### src/rtl/riscv_pkg.sv
// Shared RISC-V definitions for the writeback slice: XLEN, opcodes, load func3
// codes and the writeback FIFO entry type.
package riscv_pkg;

    localparam int XLEN = 64;

    localparam logic [6:0] OPC_LOAD   = 7'b0000011;
    localparam logic [6:0] OPC_OP_IMM = 7'b0010011;
    localparam logic [6:0] OPC_OP     = 7'b0110011;
    localparam logic [6:0] OPC_LUI    = 7'b0110111;
    localparam logic [6:0] OPC_AUIPC  = 7'b0010111;

    localparam logic [2:0] F3_LB  = 3'b000;
    localparam logic [2:0] F3_LH  = 3'b001;
    localparam logic [2:0] F3_LW  = 3'b010;
    localparam logic [2:0] F3_LD  = 3'b011;
    localparam logic [2:0] F3_LBU = 3'b100;
    localparam logic [2:0] F3_LHU = 3'b101;
    localparam logic [2:0] F3_LWU = 3'b110;

    typedef struct packed {
        logic [4:0]      rd;
        logic [XLEN-1:0] data;
        logic            err;
    } wb_entry_t;

    // Entries that must not reach the register file drain without a write.
    function automatic logic entry_skips_write(input wb_entry_t e);
        return e.err || (e.rd == 5'd0);
    endfunction

endpackage

### src/rtl/load_align.sv
// Load lane selection and sign/zero extension; flags illegal func3 and
// offsets that are not a multiple of the access size.
module load_align
    import riscv_pkg::*;
(
    input  logic [XLEN-1:0] data,
    input  logic [2:0]      func3,
    input  logic [2:0]      addr_lo,
    output logic [XLEN-1:0] result,
    output logic            misaligned
);

    logic [XLEN-1:0] shifted;

    always_comb begin
        shifted    = data >> {addr_lo, 3'b000};
        result     = '0;
        misaligned = 1'b0;
        case (func3)
            F3_LB:  result = {{56{shifted[7]}}, shifted[7:0]};
            F3_LBU: result = {56'd0, shifted[7:0]};
            F3_LH: begin
                result     = {{48{shifted[15]}}, shifted[15:0]};
                misaligned = addr_lo[0];
            end
            F3_LHU: begin
                result     = {48'd0, shifted[15:0]};
                misaligned = addr_lo[0];
            end
            F3_LW: begin
                result     = {{32{shifted[31]}}, shifted[31:0]};
                misaligned = (addr_lo[1:0] != 2'b00);
            end
            F3_LWU: begin
                result     = {32'd0, shifted[31:0]};
                misaligned = (addr_lo[1:0] != 2'b00);
            end
            F3_LD: begin
                result     = shifted;
                misaligned = (addr_lo != 3'b000);
            end
            default: misaligned = 1'b1;
        endcase
    end

endmodule

### src/rtl/writeback_unit.sv
// Writeback stage: 2-entry result FIFO feeding the register file plus the
// pending-write scoreboard. Optional decoder bypass ports under WB_FORWARD_EN.
module writeback_unit
    import riscv_pkg::*;
(
    input  logic            clk,
    input  logic            reset,
    input  logic            in_valid,
    output logic            in_ready,
    input  logic [4:0]      in_rd,
    input  logic            in_is_load,
    input  logic [2:0]      in_func3,
    input  logic [2:0]      in_addr_lo,
    input  logic [XLEN-1:0] in_alu_result,
    input  logic [XLEN-1:0] in_load_data,
    input  logic            issue_valid,
    input  logic [4:0]      issue_rd,
    output logic            rf_wr_en,
    input  logic            rf_wr_ready,
    output logic [4:0]      rf_wr_addr,
    output logic [XLEN-1:0] rf_wr_data,
    output logic [31:0]     busy_mask,
    output logic            wb_err
`ifdef WB_FORWARD_EN
    ,
    output logic            fwd_valid,
    output logic [4:0]      fwd_rd,
    output logic [XLEN-1:0] fwd_data
`endif
);

    wb_entry_t       entry_q [2];
    wb_entry_t       entry_d [2];
    logic [1:0]      count_q, count_d;
    logic            head_q, head_d;
    logic [31:0]     busy_q, busy_d;

    logic [XLEN-1:0] load_result;
    logic            load_misaligned;
    wb_entry_t       new_entry;
    wb_entry_t       head_entry;
    logic            wr_ptr;
    logic            push, pop, head_valid;

    load_align u_load_align (
        .data       (in_load_data),
        .func3      (in_func3),
        .addr_lo    (in_addr_lo),
        .result     (load_result),
        .misaligned (load_misaligned)
    );

    assign in_ready   = (count_q != 2'd2);
    assign push       = in_valid && in_ready;
    assign head_valid = (count_q != 2'd0);
    assign head_entry = entry_q[head_q];
    assign wr_ptr     = head_q ^ count_q[0];

    // Skipped heads (err or x0) leave in one cycle regardless of rf_wr_ready.
    assign rf_wr_en   = head_valid && !entry_skips_write(head_entry);
    assign pop        = head_valid && (entry_skips_write(head_entry) || rf_wr_ready);
    assign rf_wr_addr = head_entry.rd;
    assign rf_wr_data = head_entry.data;
    assign wb_err     = pop && head_entry.err;
    assign busy_mask  = busy_q;

`ifdef WB_FORWARD_EN
    assign fwd_valid = rf_wr_en;
    assign fwd_rd    = head_entry.rd;
    assign fwd_data  = head_entry.data;
`endif

    always_comb begin
        new_entry.rd   = in_rd;
        new_entry.data = in_is_load ? load_result : in_alu_result;
        new_entry.err  = in_is_load && load_misaligned;
    end

    always_comb begin
        entry_d = entry_q;
        if (push) begin
            entry_d[wr_ptr] = new_entry;
        end
    end

    always_comb begin
        count_d = count_q;
        case ({push, pop})
            2'b10:   count_d = count_q + 2'd1;
            2'b01:   count_d = count_q - 2'd1;
            default: count_d = count_q;
        endcase
        head_d = head_q ^ pop;
    end

    // Clear for the popped head first so a same-cycle issue to that rd wins.
    always_comb begin
        busy_d = busy_q;
        if (pop) begin
            busy_d[head_entry.rd] = 1'b0;
        end
        if (issue_valid && (issue_rd != 5'd0)) begin
            busy_d[issue_rd] = 1'b1;
        end
        busy_d[0] = 1'b0;
    end

    always_ff @(posedge clk or posedge reset) begin
        if (reset) begin
            count_q <= 2'd0;
            head_q  <= 1'b0;
            busy_q  <= '0;
        end else begin
            count_q <= count_d;
            head_q  <= head_d;
            busy_q  <= busy_d;
        end
    end

    always_ff @(posedge clk) begin
        entry_q <= entry_d;
    end

endmodule

### config.mk
export PLATFORM = sky130hd
export DESIGN_NAME = writeback_unit
export DESIGN_NICKNAME = d
export VERILOG_FILES = /design/src/rtl/riscv_pkg.sv /design/src/rtl/load_align.sv /design/src/rtl/writeback_unit.sv
export SDC_FILE = /design/constraint.sdc
export NUM_CORES = 1
export LEC_CHECK = 0
export CORE_UTILIZATION = 45
export DETAILED_ROUTE_END_ITERATION = 8
export PLACE_DENSITY = 0.77
export SLEW_MARGIN = 25
export SYNTH_ARGS = -nofsm -noshare
export SYNTH_HDL_FRONTEND = slang
export SYNTH_SLANG_ARGS = --single-unit
### constraint.sdc
create_clock -name clk -period 4.6 [get_ports clk]
set_clock_uncertainty 0.05 [all_clocks]
set_input_delay 0.92 -clock clk [delete_from_list [all_inputs] [get_ports clk]]
set_output_delay 0.92 -clock clk [all_outputs]
set_load 0.05 [all_outputs]
==> qor.log, run 1 <==
[synth] Synth Area in Compound Gates 0.167
[synth] share of the synthesized netlist area taken by xor and xnor gates 0.00441
[cts] clock input transition at the sequential cells of the worst setup and hold paths 70 ps
[cts] TritonCTS Buffers 17
[global_route] overall track demand over capacity in global routing 0.271
[run] maxcap violations 0
[drt] average routed wire per standard cell 22.6 um
[synth] area fraction in and, or, nand and nor cells after synthesis 0.0865
[drt] via-per-instance ratio 5.99
[sta] worst hold slack after final layout 449 ps
[outcome] result of the run finished, final reports clean
[synth] mean cell area of the mapped netlist 12.3 um2
[synth] syn nets 961
[sta] RSZ-0062 raised after global routing false
[setup_path] CP startpoint kind flop
[setup_path] arrival time reported for the critical path endpoint 3100 ps
[power] P per Cell Area 664 nW/um2
[cts] deepest clock path buffer count 2
[global_route] number of antenna violations at the first check in global routing 2
[synth] cell with the most instances after synthesis sky130_fd_sc_hd__edfxtp_1
[layout] share of post-route cells with drive strength above 1 0.194
[layout] antenna cell count 0
[synth] area share of the largest cell type after synthesis 0.423
[floorplan] die boundary width 151 um
[layout] Non-Filler Instances 1329
[placement] Routability Congestion 0.956
[synth] largest family of logic cells by synthesized area multiplexers
[synth] register area share after synthesis 0.509
[cts] H-tree lvl count 4
[drt] drt pass-1 iters 5
[cts] number of clock sinks seen by CTS 174
[setup_path] highest net fanout along the worst path 49
[setup_path] stage delay of the slowest cell on the critical path 810 ps
[sta] fmax 246 MHz
[synth] number of warnings issued by yosys 0
[synth] mux cell area share after synthesis 0.189
[cts] Root Driver sky130_fd_sc_hd__clkbuf_16
[cts] number of cells upsized or downsized after cts 0
[sta] crit path time final 4070 ps
[layout] filler cell count in the final layout 1743
[floorplan] die footprint 22700 um2
[floorplan] I/O Pins 254
[sta] actual transition at the worst max-transition pin 1010 ps
[setup_path] chain of cells forming the critical path mux2i_1 -> inv_1 -> a21oi_2 -> a211oi_1 -> clkdlybuf4s50_1
[cts] cts-stage hold buffer count 0
[synth] most area-hungry cell type in the Yosys netlist sky130_fd_sc_hd__edfxtp_1
[placement] number of placed instances, taps included 1296
[global_route] largest net degree at the start of global routing 71
[drt] # DRC 0
[floorplan] number of standard-cell rows in the floorplan 54
[floorplan] initial cell density of the core 0.457
[hold_path] class of the tightest hold or removal check flop to flop
[setup_path] Data required, critical path 3630 ps
[synth] Async S/R FF share, synth 0.195
[synth] top post-synthesis cells by area sky130_fd_sc_hd__edfxtp_1 (42%), sky130_fd_sc_hd__mux2_2 (9.3%), sky130_fd_sc_hd__dfrtp_1 (8.6%), sky130_fd_sc_hd__mux4_2 (5.0%), sky130_fd_sc_hd__nand2_1 (4.4%)
[synth] adder-cell area share of the yosys netlist 0.00126
[sta] Setup TNS 0 ps
[global_route] vias in the first global route 7872
[placement] placed wire-length estimate 22000 um
[sta] count of pins over their slew limit 0
[floorplan] Die H 151 um
[layout] fin nets 1187
[drt] Detailed Route WL 30100 um
[power] Lkg Pwr 4.82 nW
[synth] mapped cell area 9940 um2
[drt] antenna viol nets, final 0
[synth] cell count after synthesis 810
[synth] cell types with the highest counts after synthesis sky130_fd_sc_hd__edfxtp_1 (140), sky130_fd_sc_hd__nand2_1 (116), sky130_fd_sc_hd__mux2_2 (82)
[setup_path] classification of the worst setup path flop to output pin
[power] Worst VDD drop 387 uV
[setup_path] Slowest cell on crit path sky130_fd_sc_hd__dfrtp_4
[cts] later-pin clock latency in the skew report 420 ps
[global_route] leftover overflow at the end of global routing 0
[cts] post-CTS setup buffer count 0
[floorplan] Placeable Area 21800 um2
[layout] post-route cell area 13300 um2
[layout] area added between synthesis and finish 33.6%
[placement] cell area after placement 12700 um2
[setup_path] critical path endpoint category output pin
[drt] drt initial violations 545
[sta] final-report setup violation count 0
[placement] count of buffers inserted at the top-level ports 252
[drt] number of vias in the routed layout 7962
[cts] clock tree from TritonCTS yes
[global_route] global-route wire length before repair 45100 um
[sta] Tcrit/Tclk final 0.885
[synth] number of different library cells in the post-synthesis netlist 57
[sta] final-report hold violation count 0
[synth] dominant register cell in the synthesized netlist sky130_fd_sc_hd__edfxtp_1
[sta] Max-slew headroom 0.330
[synth] number of synthesized flops with an enable pin 140
[synth] flops & latches, synth 174
==> worst max-delay path: cells and delay by family, from the launching register on <==
family / cells / cell delay [ps]
AOI/OAI and AO/OA: 2 / 480
DFF: 1 / 810
buffers and inverters: 2 / 910
muxes: 1 / 440
==> cell families (layout without fill, tap and decap cells) <==
logic type | count (synthesis) | after routing
flops | 174 | 174
mux | 149 | 149
compound gates | 201 | 201
xor+xnor | 5 | 5
other cells | 1 | 1
simple gates | 182 | 182
fa+ha+maj | 1 | 1
buf+inv | 97 | 336
==> placed cells by master, fill, tap and decap left out, drive strengths merged, types with 15 or more instances in the layout <==
cell type	instances
edfxtp	140
nand2	116
o31ai	22
dfrtp	34
o2bb2ai	15
a21oi	15
o221ai	16
buf	20
inv	42
mux2i	41
a22oi	44
clkbuf	17
nor2	15
mux4	22
clkdlybuf4s50	249
a211oi	18
o21ai	17
a21boi	23
mux2	86
==> metrics by stage <==
stage | util | setup WS (ps) | power (mW)
global placement | 0.582 | 962 | 7.33
floorplan | - | 1050 | 5.77
global route | 0.610 | 339 | 9.19
finish | 0.610 | 528 | 8.82
CTS | 0.609 | 530 | 8.84
detailed placement | 0.582 | 1010 | 7.39
==> flip-flops by register name, summed over array words and instances, names as in the netlist <==
name,flops
entry_q,140
count_q,2
busy_mask,31
head_q,1
==> metal layers <==
metal | routed length [um] | global-route usage | vias up
met1 | 11600 | 0.341 | 3869
met4 | 1080 | 0.119 | 4
met3 | 2750 | 0.0661 | 71
met5 | 27 | 0 | -
li1 | - | - | 3575
met2 | 14600 | 0.442 | 443
==> power by group <==
group | internal [mW] | switching [mW] | total, mW | leakage (nW)
Sequential | 2.42 | 0.274 | 2.69 | 1.74
Clock | 0.774 | 0.678 | 1.45 | 0.283
Combinational | 1.60 | 3.07 | 4.67 | 2.80
==> cell type report <==
type / instances / area, um2 / area share
clock buffer: 17 / 425 / 0.0320
tap: 280 / 350 / 0.0264
timing repair buffer: 269 / 2660 / 0.200
multi-input combinational: 539 / 4480 / 0.338
inverter: 35 / 131 / 0.00990
sequential: 174 / 5060 / 0.381
clock inverter: 15 / 169 / 0.0127
==> path summary, 6_finish.rpt <==
check | startpoint | to | slack (ps) | depth (start not counted)
max in group asynchronous | reset | busy_mask[12] | 2900 | 3
hold / removal | busy_mask[22] | busy_mask[22] | 450 | 2
setup / recovery | head_q | rf_wr_en | 530 | 5
setup reg to reg | head_q | count_q[1] | 1300 | 9
hold reg to reg | busy_mask[22] | busy_mask[22] | 450 | 2
min in group asynchronous | reset | busy_mask[6] | 910 | 2
No activity file was read; power rests on OpenSTA's default activity.
==> inputs of run 2 (changes only) <==
Settings changed: ABC_CLOCK_PERIOD_IN_PS set to 4600.
==> results of run 2 <==
Same layout as run 1: the final DEF is identical, and so are final timing and power.
==> inputs of run 3 (changes only) <==
Settings changed: SLEW_MARGIN 25 to unset.
==> run 3 against run 2 <==
Clock power about the same. Largest power group unchanged. Die area stayed put. Hold slack is essentially flat. Sequential power about the same. Setup slack got worse by 2.4 ps. Fmax hardly changed. Global-route usage is the same. Non-clock buffer count is 1 lower. Utilization fell by 0.13 points. Count of clock-buffer cells in the layout is the same. Critical path depth unchanged.
==> qor.log, run 3 (synthesized netlist as in run 1, its figures left out) <==
[drt] drt pass-1 iters 5 [unchanged]
[global_route] global-route wire length before repair 45100 um [unchanged]
[floorplan] Placeable Area 21800 um2 [unchanged]
[drt] via-per-instance ratio 5.97 [-0.34%]
[cts] H-tree lvl count 4 [unchanged]
[floorplan] Die H 151 um [unchanged]
[layout] flip-flop count of the largest register after layout 140 [unchanged]
[floorplan] die boundary width 151 um [unchanged]
[setup_path] classification of the worst setup path flop to output pin
[sta] Max-slew headroom 0.281 [-0.0485]
[cts] number of cells upsized or downsized after cts 0 [unchanged]
[placement] placed wire-length estimate 22000 um [unchanged]
[run] maxcap violations 0 [unchanged]
[cts] TritonCTS Buffers 17 [unchanged]
[drt] number of vias in the routed layout 7929 [-0.41%]
[layout] share of the core filled with cells 0.609 [-0.00127]
[drt] drt initial violations 542 [-0.55%]
[layout] filler cell count in the final layout 1745 [+0.11%]
[setup_path] arrival time reported for the critical path endpoint 3100 ps [about the same]
[cts] clock tree from TritonCTS yes
[power] Lkg Pwr 4.81 nW [-0.25%]
[setup_path] CP startpoint kind flop
[cts] cts-stage hold buffer count 0 [unchanged]
[sta] final-report hold violation count 0 [unchanged]
[layout] share of post-route cells with drive strength above 1 0.194 [-0.000769]
[cts] later-pin clock latency in the skew report 420 ps [about the same]
[setup_path] Data required, critical path 3630 ps [about the same]
[layout] antenna cell count 0 [unchanged]
[layout] top register by number of flip-flops entry_q
[cts] number of clock sinks seen by CTS 174 [unchanged]
[power] Worst VDD drop 388 uV [+0.27%]
[sta] worst hold slack after final layout 449 ps [+0.385 ps]
[sta] RSZ-0062 raised after global routing false
[sta] final-report setup violation count 0 [unchanged]
[power] P per Cell Area 664 nW/um2 [about the same]
[setup_path] highest net fanout along the worst path 49 [unchanged]
[sta] count of pins over their slew limit 0 [unchanged]
[global_route] overall track demand over capacity in global routing 0.271 [unchanged]
[sta] crit path time final 4070 ps [+2.37 ps]
[placement] Routability Congestion 0.956 [unchanged]
[outcome] result of the run finished, final reports clean
[drt] antenna viol nets, final 0 [unchanged]
[layout] most frequent standard cell in the layout excluding fill and tap cells sky130_fd_sc_hd__clkdlybuf4s50_1
[sta] Setup TNS 0 ps [unchanged]
[global_route] number of antenna violations at the first check in global routing 2 [unchanged]
[floorplan] number of standard-cell rows in the floorplan 54 [unchanged]
[hold_path] class of the tightest hold or removal check flop to flop
[cts] clock input transition at the sequential cells of the worst setup and hold paths 70 ps [about the same]
[floorplan] initial cell density of the core 0.457 [unchanged]
[floorplan] die footprint 22700 um2 [unchanged]
[global_route] vias in the first global route 7872 [unchanged]
[cts] post-CTS setup buffer count 0 [unchanged]
[layout] area added between synthesis and finish 33.3%
[drt] average routed wire per standard cell 22.6 um [about the same]
[power] Total Power Consumption 8.79 mW [-0.30%]
[setup_path] critical path endpoint category output pin
[cts] deepest clock path buffer count 2 [unchanged]
[drt] Detailed Route WL 30100 um [about the same]
[layout] leading cell types in the layout, fill and taps excluded sky130_fd_sc_hd__clkdlybuf4s50_1 (249), sky130_fd_sc_hd__edfxtp_1 (140), sky130_fd_sc_hd__nand2_1 (115), sky130_fd_sc_hd__mux2_2 (82), sky130_fd_sc_hd__mux2i_1 (41)
[sta] Tcrit/Tclk final 0.886 [about the same]
[placement] count of buffers inserted at the top-level ports 252 [unchanged]
[global_route] leftover overflow at the end of global routing 0 [unchanged]
[sta] actual transition at the worst max-transition pin 1080 ps [+72.7 ps]
[layout] area of the multi-input gates 4480 um2 [unchanged]
[cts] Root Driver sky130_fd_sc_hd__clkbuf_16
[layout] flip-flop and latch area 5060 um2 [unchanged]
[sta] fmax 245 MHz [about the same]
[floorplan] I/O Pins 254 [unchanged]
[drt] # DRC 0 [unchanged]
[layout] fin nets 1186 [-0.084%]
[global_route] largest net degree at the start of global routing 71 [unchanged]
## run 3: changes by cell type in the layout (fill, tap and decap cells not counted)
| cell | before | now |
|---|---|---|
| sky130_fd_sc_hd__buf_16 | 1 | 0 |
## run 3: critical path: stages, from the launching register on
cell                              delay, ps
sky130_fd_sc_hd__dfrtp_4                810
sky130_fd_sc_hd__mux2i_1                440
sky130_fd_sc_hd__inv_1                  190
sky130_fd_sc_hd__a21oi_2                330
sky130_fd_sc_hd__a211oi_1               130
sky130_fd_sc_hd__clkdlybuf4s50_1        730
## run 3: power breakdown
part,internal [mW],leakage (nW),switching [mW]
Clock,0.774,0.283,0.679
Sequential,2.43,1.74,0.276
Combinational,1.58,2.79,3.06
## run 3: cell type report
cell class	count	area share
sequential	174	0.382
multi-input combinational	539	0.338
timing repair buffer	268	0.199
clock buffer	17	0.0321
tap	280	0.0264
clock inverter	15	0.0128
inverter	35	0.00992
## run 3: worst paths after layout
kind / cells past startpoint / startpoint / slack, ps / to
max: 5 / head_q / 530 / rf_wr_en
min: 2 / busy_mask[22] / 450 / busy_mask[22]
max reg2reg: 9 / head_q / 1290 / count_q[1]
min reg2reg: 2 / busy_mask[22] / 450 / busy_mask[22]
max in group asynchronous: 3 / reset / 2900 / busy_mask[20]
min in group asynchronous: 2 / reset / 910 / busy_mask[6]
## run 3: metal layers
layer,GRT usage,share of wire,vias to the layer above
met5,0,0.00073,-
met4,0.119,0.036,4
met3,0.0661,0.091,67
met2,0.442,0.49,434
met1,0.341,0.39,3853
li1,-,-,3571
## run 3: stage by stage
stage | cells | cell area (um2) | worst slack (ps)
finish | 1328 | 13200 | 526
global route | 1328 | 13200 | 339
CTS | 1328 | 13200 | 530
detailed placement | 1296 | 12700 | 1010
global placement | 1296 | 12700 | 962
floorplan | 810 | 9940 | 1050
